**src/rtl/seqdet_sched_pkg.sv**
```systemverilog
// -----------------------------------------------------------------------------
// seqdet_sched_pkg
// Shared definitions for the sequence-detector scheduler:
//   - sched_state_e : scheduler FSM states
//   - DET_PATTERN / DET_LEN : the 110101 pattern the shared detector looks for,
//     kept here so reference models use the same constant
//   - TOTAL_W : width of each per-requester hit accumulator (used when
//     SEQDET_TOTALS_EN is defined)
//   - sat_add_total : saturating add for the accumulators
// -----------------------------------------------------------------------------
package seqdet_sched_pkg;

    typedef enum logic [2:0] {
        IDLE   = 3'd0,
        CLEAR  = 3'd1,
        SHIFT  = 3'd2,
        DRAIN  = 3'd3,
        REPORT = 3'd4
    } sched_state_e;

    localparam logic [5:0] DET_PATTERN = 6'b110101;
    localparam int         DET_LEN     = 6;
    localparam int         TOTAL_W     = 16;

    // Add inc to acc, clamping at all-ones instead of wrapping.
    function automatic logic [TOTAL_W-1:0] sat_add_total(
        input logic [TOTAL_W-1:0] acc,
        input logic [TOTAL_W-1:0] inc
    );
        logic [TOTAL_W:0] sum_s;
        sum_s = {1'b0, acc} + {1'b0, inc};
        if (sum_s[TOTAL_W]) begin
            return {TOTAL_W{1'b1}};
        end else begin
            return sum_s[TOTAL_W-1:0];
        end
    endfunction

endpackage

```
**src/rtl/seqdet_rr_arbiter.sv**
```systemverilog
// -----------------------------------------------------------------------------
// seqdet_rr_arbiter
// Combinational round-robin arbiter: grants the first set req_valid bit at or
// after rr_ptr, wrapping modulo NREQ.
// Ports:
//   req_valid [NREQ]  in  : request bits
//   rr_ptr    [ID_W]  in  : highest-priority index this cycle
//   grant     [NREQ]  out : one-hot grant (all zero when nothing is valid)
//   grant_idx [ID_W]  out : index of the granted requester
//   any_valid         out : at least one request is pending
// -----------------------------------------------------------------------------
module seqdet_rr_arbiter #(
    parameter  int NREQ = 4,
    localparam int ID_W = $clog2(NREQ)
) (
    input  logic [NREQ-1:0] req_valid,
    input  logic [ID_W-1:0] rr_ptr,
    output logic [NREQ-1:0] grant,
    output logic [ID_W-1:0] grant_idx,
    output logic            any_valid
);

    assign any_valid = |req_valid;

    // Scan requesters starting at rr_ptr and pick the first valid one.
    always_comb begin : arb_scan
        int   cand_s;
        logic found_s;
        found_s   = 1'b0;
        cand_s    = 0;
        grant_idx = '0;
        for (int k = 0; k < NREQ; k++) begin
            cand_s = (int'(rr_ptr) + k) % NREQ;
            if (!found_s && req_valid[ID_W'(cand_s)]) begin
                found_s   = 1'b1;
                grant_idx = ID_W'(cand_s);
            end else begin
                found_s   = found_s;
            end
        end
        grant = {{(NREQ-1){1'b0}}, found_s} << grant_idx;
    end

endmodule

```
**src/rtl/seqdet_scheduler.sv**
```systemverilog
// -----------------------------------------------------------------------------
// seqdet_scheduler
// Shares one bit-serial 110101 detector between NREQ word-wide requesters.
// Each accepted word is preceded by a one-cycle detector clear, shifted in
// MSB-first, and the detector hits within the word are counted and reported
// with the requester id.
// Ports:
//   clk, rst_n          : clock, asynchronous active-low reset
//   req_valid [NREQ]    : per-requester word valid
//   req_data  [NREQ*W]  : requester i's word at [i*WORD_W +: WORD_W]
//   req_ready [NREQ]    : one-hot accept pulse to the granted requester
//   det_rst             : reset to the detector (also asserted while rst_n=0)
//   det_ip / det_op     : serial bit to / match flag from the detector
//   res_valid/res_ready : result handshake
//   res_id, res_hits    : requester id and hit count of the reported word
// Optional (macro SEQDET_TOTALS_EN):
//   totals_clr          : synchronous clear of all accumulators
//   total_hits [NREQ*16]: per-requester saturating hit accumulators
// -----------------------------------------------------------------------------
module seqdet_scheduler
    import seqdet_sched_pkg::*;
#(
    parameter  int NREQ   = 4,
    parameter  int WORD_W = 8,
    localparam int HIT_W  = $clog2(WORD_W + 1),
    localparam int ID_W   = $clog2(NREQ)
) (
    input  logic                   clk,
    input  logic                   rst_n,
`ifdef SEQDET_TOTALS_EN
    input  logic                   totals_clr,
    output logic [NREQ*TOTAL_W-1:0] total_hits,
`endif
    input  logic [NREQ-1:0]        req_valid,
    input  logic [NREQ*WORD_W-1:0] req_data,
    output logic [NREQ-1:0]        req_ready,
    output logic                   det_rst,
    output logic                   det_ip,
    input  logic                   det_op,
    output logic                   res_valid,
    output logic [ID_W-1:0]        res_id,
    output logic [HIT_W-1:0]       res_hits,
    input  logic                   res_ready
);

    localparam int IDX_W = $clog2(WORD_W);

    sched_state_e      state_r;
    sched_state_e      state_nxt_s;
    logic [ID_W-1:0]   rr_ptr_r;
    logic [WORD_W-1:0] shift_r;
    logic [IDX_W-1:0]  bit_idx_r;
    logic [HIT_W-1:0]  hits_r;
    logic [ID_W-1:0]   res_id_r;
    logic [NREQ-1:0]   grant_s;
    logic [ID_W-1:0]   grant_idx_s;
    logic              any_valid_s;
    logic              last_bit_s;
    logic              handshake_s;

    seqdet_rr_arbiter #(.NREQ(NREQ)) u_arb (
        .req_valid (req_valid),
        .rr_ptr    (rr_ptr_r),
        .grant     (grant_s),
        .grant_idx (grant_idx_s),
        .any_valid (any_valid_s)
    );

    assign last_bit_s  = (bit_idx_r == IDX_W'(WORD_W - 1));
    assign handshake_s = (state_r == REPORT) && res_ready;

    // rst_n is folded into req_ready and det_rst so both hold their reset
    // values while reset is asserted, independent of the request inputs.
    assign req_ready = grant_s & {NREQ{(state_r == IDLE) && rst_n}};
    assign det_rst   = !rst_n || (state_r == CLEAR);
    assign det_ip    = (state_r == SHIFT) && shift_r[WORD_W-1];
    assign res_valid = (state_r == REPORT);
    assign res_id    = res_id_r;
    assign res_hits  = hits_r;

    // FSM state register.
    always_ff @(posedge clk or negedge rst_n) begin
        if (!rst_n) begin
            state_r <= IDLE;
        end else begin
            state_r <= state_nxt_s;
        end
    end

    // FSM next-state logic.
    always_comb begin
        state_nxt_s = state_r;
        case (state_r)
            IDLE: begin
                if (any_valid_s) begin
                    state_nxt_s = CLEAR;
                end else begin
                    state_nxt_s = IDLE;
                end
            end
            CLEAR:  state_nxt_s = SHIFT;
            SHIFT: begin
                if (last_bit_s) begin
                    state_nxt_s = DRAIN;
                end else begin
                    state_nxt_s = SHIFT;
                end
            end
            DRAIN:  state_nxt_s = REPORT;
            REPORT: begin
                if (res_ready) begin
                    state_nxt_s = IDLE;
                end else begin
                    state_nxt_s = REPORT;
                end
            end
            default: state_nxt_s = IDLE;
        endcase
    end

    // Word capture, serial shift and hit counting. det_op lags det_ip by one
    // cycle, so the first SHIFT cycle's det_op is skipped and DRAIN picks up
    // the result of the last bit.
    always_ff @(posedge clk or negedge rst_n) begin
        if (!rst_n) begin
            rr_ptr_r  <= '0;
            shift_r   <= '0;
            bit_idx_r <= '0;
            hits_r    <= '0;
            res_id_r  <= '0;
        end else begin
            case (state_r)
                IDLE: begin
                    if (any_valid_s) begin
                        shift_r  <= req_data[int'(grant_idx_s)*WORD_W +: WORD_W];
                        res_id_r <= grant_idx_s;
                        hits_r   <= '0;
                        if (grant_idx_s == ID_W'(NREQ - 1)) begin
                            rr_ptr_r <= '0;
                        end else begin
                            rr_ptr_r <= grant_idx_s + ID_W'(1);
                        end
                    end
                end
                CLEAR: begin
                    bit_idx_r <= '0;
                end
                SHIFT: begin
                    shift_r   <= shift_r << 1;
                    bit_idx_r <= bit_idx_r + IDX_W'(1);
                    if (bit_idx_r != '0) begin
                        hits_r <= hits_r + HIT_W'(det_op);
                    end
                end
                DRAIN: begin
                    hits_r <= hits_r + HIT_W'(det_op);
                end
                default: begin
                end
            endcase
        end
    end

`ifdef SEQDET_TOTALS_EN
    logic [TOTAL_W-1:0] totals_r [NREQ];

    // Per-requester saturating accumulators; a clear beats a same-cycle add.
    always_ff @(posedge clk or negedge rst_n) begin
        if (!rst_n) begin
            for (int i = 0; i < NREQ; i++) begin
                totals_r[i] <= '0;
            end
        end else if (totals_clr) begin
            for (int i = 0; i < NREQ; i++) begin
                totals_r[i] <= '0;
            end
        end else if (handshake_s) begin
            totals_r[res_id_r] <= sat_add_total(totals_r[res_id_r], TOTAL_W'(hits_r));
        end
    end

    for (genvar g = 0; g < NREQ; g++) begin : g_totals
        assign total_hits[g*TOTAL_W +: TOTAL_W] = totals_r[g];
    end
`else
    logic unused_handshake_s;
    assign unused_handshake_s = handshake_s;
`endif

endmodule

```
**config.mk**
```make
export PLATFORM = sky130hd
export DESIGN_NAME = seqdet_scheduler
export DESIGN_NICKNAME = d
export VERILOG_FILES = /design/src/rtl/seqdet_sched_pkg.sv /design/src/rtl/seqdet_rr_arbiter.sv /design/src/rtl/seqdet_scheduler.sv
export SDC_FILE = /design/constraint.sdc
export NUM_CORES = 1
export LEC_CHECK = 0
export ABC_CLOCK_PERIOD_IN_PS = 2000
export CAP_MARGIN = 20
export CORE_ASPECT_RATIO = 1.75
export CORE_MARGIN = 3
export CORE_UTILIZATION = 45
export DETAILED_ROUTE_END_ITERATION = 10
export PLACE_DENSITY_LB_ADDON = 0.12
export SYNTH_ARGS = -nofsm -noshare
export SYNTH_HDL_FRONTEND = slang
export SYNTH_SLANG_ARGS = --single-unit
export TNS_END_PERCENT = 20
```
**constraint.sdc**
```tcl
create_clock -name clk -period 2 [get_ports clk]
set_input_delay 0.2 -clock clk [delete_from_list [all_inputs] [get_ports clk]]
set_output_delay 0.2 -clock clk [all_outputs]
set_load 0.005 [all_outputs]
```
Yosys cells after proc, flatten, opt, wreduce, memory -nomap -nowiden:

Index checks and enable logic that the tools add are counted.

* register bits after elaboration: 22
* bits in latches: 0
* memory bits (writable): 0
* memory bits (read-only): 0
* word-level logic and storage cells: 77
* memories: 0

* $add $sub $neg: 6
* multiply operators: 0
* divide/modulo/power cells: 0
* order comparisons: 4
* eq/ne operators: 8
* shift-type cells: 2
* mux-type cells: 31
* bitwise gates (word level): 1
* reductions and logical operators: 19

Operator list (number)
* indexed part select 32 x 6 -> 8 bit: 1
* less-than comparator 2 x 4 -> 1 bit, second input constant: 4
* case mux 8 bit (2 select lines): 1
* case mux 3 bit (5 select lines): 1
* 2-to-1 mux 1 bit: 14
* case mux 4 bit (3 select lines): 1
* 2-to-1 mux 2 bit: 5
* binary-select mux 1 bit (select 2 bit): 4
* 2-to-1 mux 4 bit: 2
* 2-to-1 mux 8 bit: 1
* equality test 3 x 2 -> 1 bit, second input constant: 2
* equality test 3 bit, second input constant: 2
* case mux 3 bit (2 select lines): 1
* nonzero test 3 bit: 2
* logical AND 1 bit: 5
* adder 2 x 1 -> 2 bit, second input constant: 2
* adder 2 bit, second input constant: 2
* adder 4 x 1 -> 4 bit: 1
* AND 4 bit: 1
* zero test 1 bit: 4
* AND reduction 2 bit: 2
* nonzero test 2 bit: 2
* OR reduction 4 bit: 1
* left shift 1 x 2 -> 4 bit: 1
* other kinds (9): 9

Logic depth before layout (Yosys ltp):

* depth after elaboration: 16
* depth in mapped cells: 7

Modules after synthesis:

From an unflattened synthesis, not the netlist that was laid out.

* cell total of the unflattened synthesis: 155
* area total of the unflattened synthesis: 1507.7 um2

By module, submodules not included
* seqdet_scheduler: times used 1, cells an instance 123, area each 1325.0 um2, seq. area each 550.5 um2
* seqdet_rr_arbiter: times used 1, cells an instance 32, area each 182.7 um2, seq. area each 0.0 um2

Worst setup path before layout:

No wires, ideal clock.

* kind: register to register
* start: register bit_idx_r[0]
* end: register hits_r[3], in the netlist res_hits[3]
* setup time: 0.073 ns
* arrival: 1.537 ns
* data required time: 1.927 ns
* slack: 0.390 ns
* stages on the path, launching flop included: 8
* buffers on the path: 0
* cell sequence: dfrtp_1 -> inv_1 -> ha_1 -> or3b_2 -> a22oi_2 -> or2_4 -> or3_1 -> a21oi_2

* word-level cells in the longest chain between the ends: 3

Ends and longest elaborated chain
* from (decl): line seqdet_scheduler.sv:52 `logic [IDX_W-1:0] bit_idx_r;`
* from (signal assigned): line seqdet_scheduler.sv:150 `bit_idx_r <= bit_idx_r + IDX_W'(1);`
* nonzero test 3 bit: line seqdet_scheduler.sv:151 `if (bit_idx_r != '0) begin`
* inequality test 2 x 1 -> 1 bit (no source line)
* AND reduction 3 bit (no source line)
* to (signal assigned): line seqdet_scheduler.sv:152 `hits_r <= hits_r + HIT_W'(det_op);`
* to (signal assigned): line seqdet_scheduler.sv:156 `hits_r <= hits_r + HIT_W'(det_op);`
* to (decl): line seqdet_scheduler.sv:53 `logic [HIT_W-1:0] hits_r;`

Every way passes these cells.
A chain may end at the register's enable or synchronous reset.

Worst setup path after layout:

* start: register rr_ptr_r[1]
* end: output port req_ready[1]

* word-level cells in the longest chain between the ends: 15
* elaborated cells on any way between the ends: 31
* classes of those cells: add/sub: 3; shift: 1; mux: 20; bitwise: 1; reduce/logical: 6

Ends and longest elaborated chain
* from (decl): line seqdet_scheduler.sv:50 `logic [ID_W-1:0] rr_ptr_r;`
* from (signal assigned): line seqdet_scheduler.sv:141 `rr_ptr_r <= grant_idx_s + ID_W'(1);`
* branches (longest 13 deep; another with adder 2 x 1 -> 2 bit)
* left shift 1 x 2 -> 4 bit (*): line seqdet_rr_arbiter.sv:41 `grant = {{(NREQ-1){1'b0}}, found_s} << grant_idx;`
* AND 4 bit (*): line seqdet_scheduler.sv:74 `assign req_ready = grant_s & {NREQ{(state_r == IDLE) && rst_n}};`
* to (decl): line seqdet_scheduler.sv:36 `output logic [NREQ-1:0] req_ready,`

Every way passes the cells marked *. The select of a mux whose other input is x is not followed.

==> flow_metrics.tcl <==
set metrics [dict create \
    ctsHoldBuffers 0 \
    worst_r2r_path_depth 7 \
    syn_to_final_growth_pct 50.9 \
    wl_mm 4.69 \
    clock_path_buffers 2 \
    cts_sinks 22 \
    syn_nets 218 \
    fillers 291 \
    grt_pass1_wl_mm 7.67 \
    rsz0062_at_grt "no" \
    via_per_inst 5.66 \
    syn_inst 173 \
    leakage_nw 0.997 \
    p_clk_share_pct 11.6 \
    die_area_mm2 0.00413 \
    period_share_pct 95.9 \
    die_y_um 82.8 \
    overflow 0 \
    combPwrFrac_pct 60.9 \
    finalHoldViolCount 0 \
    cts_setup_buffers 0 \
    p_int_mw 1.66 \
    synth_enable_flop_cells 0 \
    critPathBufInv 1 \
    yosysUniqueCellTypes 49 \
    dieWidth_um 49.9 \
    layout_common_cells "clkdlybuf4s50_1, buf_4, dfrtp_1" \
    p_sw_share_pct 40.8 \
    power_frac_seq_pct 27.5 \
    ys_seq_area_share_pct 36.3 \
    vias 1613 \
    rr_endpoint "res_hits[3]$_DFFE_PN0P_" \
    finClkSkew_ns 0.00123 \
    worst_pin_slew_ns 0.390 \
    row_count 27 \
    relSlewSlack_pct 74.0 \
    root_buffer "clkbuf_8" \
    async_flop_share_pct 100 \
    hold_path_class "input pin to async pin" \
    layout_commonest_cell "clkdlybuf4s50_1" \
    drc 0 \
    tritoncts "done" \
    drive_above_1_share_pct 18.6 \
    timing.fmax_mhz 521 \
    drt-wirelength-per-cell_um 16.5 \
    place_congestion 0.993 \
    cellPowerDensity_mw_per_mm2 1230 \
    end_kind "primary output" \
    h-tree-depth 1 \
    grt_use_total_pct 24.4 \
    ioPinCount 53 \
    drtPass1Iterations 4 \
    crit_start "rr_ptr_r[1]$_DFFE_PN0N_" \
    synthFlopType "dfrtp_1" \
    synth_area_per_cell_um2 8.77 \
    io_buffers 52 \
    ys_seq_elements 22 \
    crit_fanout 5 \
    syn_area_mm2 0.00152 \
    finalPower_mw 2.81 \
    drt.antenna.violating_nets 0 \
    fin_nets 288 \
    antenna_found_initial 0 \
    first_iter_violations 36 \
    start_kind "register" \
    clock_latency_ns 0.26 \
    tns_ns 0 \
    start_util_pct 47.8 \
    cp.required_ns 1.80 \
    final-setup-viol-count 0 \
    grt_pass1_vias 1729 \
    antenna_cells 0 \
    cts_buffers 3 \
    coreArea_mm2 0.00318 \
    dpl.hpwl_mm 3.76 \
    vdd_ir_drop_max_uv 647 \
    critPathKind "register to primary output" \
    yosysWarnings 0 \
    grt_max_degree 19 \
    worstPathCellList "nand2_1 > a311o_1 > o21ai_2 > and4_1 > clkdlybuf4s15_1" \
    arrival_ns 1.72 \
    crit_family "compound AO/OA/AOI/OAI gates" \
    worstReg2RegStart "bit_idx_r[0]$_DFFE_PN0P_" \
    rrSetupSlack_ns 0.26 \
    clkTransAtPathRegs_ns 0.08 \
    status "completed" \
    critPathSlowestCell "dfrtp_2" \
    max_stage_delay_ns 0.43 \
    cap_violations 0 \
    p_sw_mw 1.14 \
    drv_slew 0 \
    period_minus_slack_ns 1.92 \
]
[per-stage QoR]
stage | instances | util (%) | hold WS, ns | worst slack, ns | cell area [um^2]
CTS | 285 | 71.6 | 0.418 | 0.0199 | 2270
global route | 285 | 72.1 | 0.426 | 0.00392 | 2290
floorplan | 173 | - | -0.0956 | 0.390 | 1520
detailed placement | 281 | 69.9 | 0.473 | -0.211 | 2220
finish | 285 | 72.1 | 0.438 | 0.0819 | 2290
global placement | 281 | 69.9 | 0.463 | -0.161 | 2220
[final cells by class]
cell class	instances	area (um^2)	share of cell area, %
multi-input cells	132	876	38.3
inverters	8	30.0	1.31
repair buffers	76	721	31.5
well taps	43	53.8	2.35
flip-flops and latches	22	553	24.2
clock buffers	4	55.1	2.41
[repair_timing]
| item | CTS | global route |
|---|---|---|
| endpoints found under the setup margin | 4 | 7 |
| pin swaps | 2 | 0 |
| gates resized for setup | 7 | 9 |
| hold endpoints to repair | 0 | 0 |
[cells by family (layout without fill, tap and decap cells)]
family,count (synthesis),count (layout),synth area share (%)
flip-flops,22,22,36.3
multiplexers,1,1,0.660
AO/OA/AOI/OAI,67,67,29.9
adder cells (fa/ha/maj),5,5,4.13
XOR/XNOR,1,1,0.578
AND/OR/NAND/NOR,58,58,22.4
buffers and inverters,19,88,6.11
[sequential cells by signal, indices dropped and copies added, names as in the netlist]
| signal | flops |
|---|---|
| bit_idx_r | 3 |
| res_hits | 4 |
| res_id | 2 |
| rr_ptr_r | 2 |
| shift_r | 8 |
| state_r | 3 |
[cell usage after synthesis, types with 3 or more instances]
| cell type | number | share of area [%] |
|---|---|---|
| a21boi_0 | 7 | 3.5 |
| a21oi_1 | 12 | 4.0 |
| a221oi_1 | 7 | 4.0 |
| and3_1 | 9 | 3.7 |
| buf_2 | 5 | 1.6 |
| clkbuf_1 | 3 | 0.74 |
| dfrtp_1 | 22 | 36 |
| ha_1 | 5 | 4.1 |
| inv_1 | 8 | 2.0 |
| nand2_1 | 10 | 2.5 |
| nand2b_1 | 3 | 1.2 |
| nand3b_1 | 7 | 3.5 |
| nor2_1 | 8 | 2.0 |
| nor2b_1 | 3 | 1.2 |
| nor3_1 | 3 | 0.99 |
| o21ai_0 | 19 | 6.3 |
[worst max-delay path by stage]
stage,end,slack (ns),cells past startpoint
after floorplan,res_hits[3]$_DFFE_PN0P_,0.39,7
after global placement,req_ready[1],-0.16,6
after detailed placement,req_ready[1],-0.21,6
after CTS,req_ready[1],0.02,7
after global routing,req_ready[1],0.004,5
final,req_ready[1],0.08,5
[metal layers]
layer	vias to the layer above	global-route usage, %	part of all wire (%)
met4	0	15.2	4.0
met3	14	2.86	4.4
li1	781	-	-
met1	754	23.3	36
met2	64	48.3	56
met5	-	0	0
[power by group through the flow]
stage / logic (mW) / clock network (mW) / registers, mW
final: 1.71 / 0.325 / 0.772
after global routing: 1.89 / 0.349 / 0.799
after CTS: 1.69 / 0.330 / 0.767
after detailed placement: 1.68 / 0 / 0.773
after global placement: 1.61 / 0 / 0.757
after floorplan: 1.01 / 0 / 0.735
Note: power is estimated with default switching activity, not from simulation.
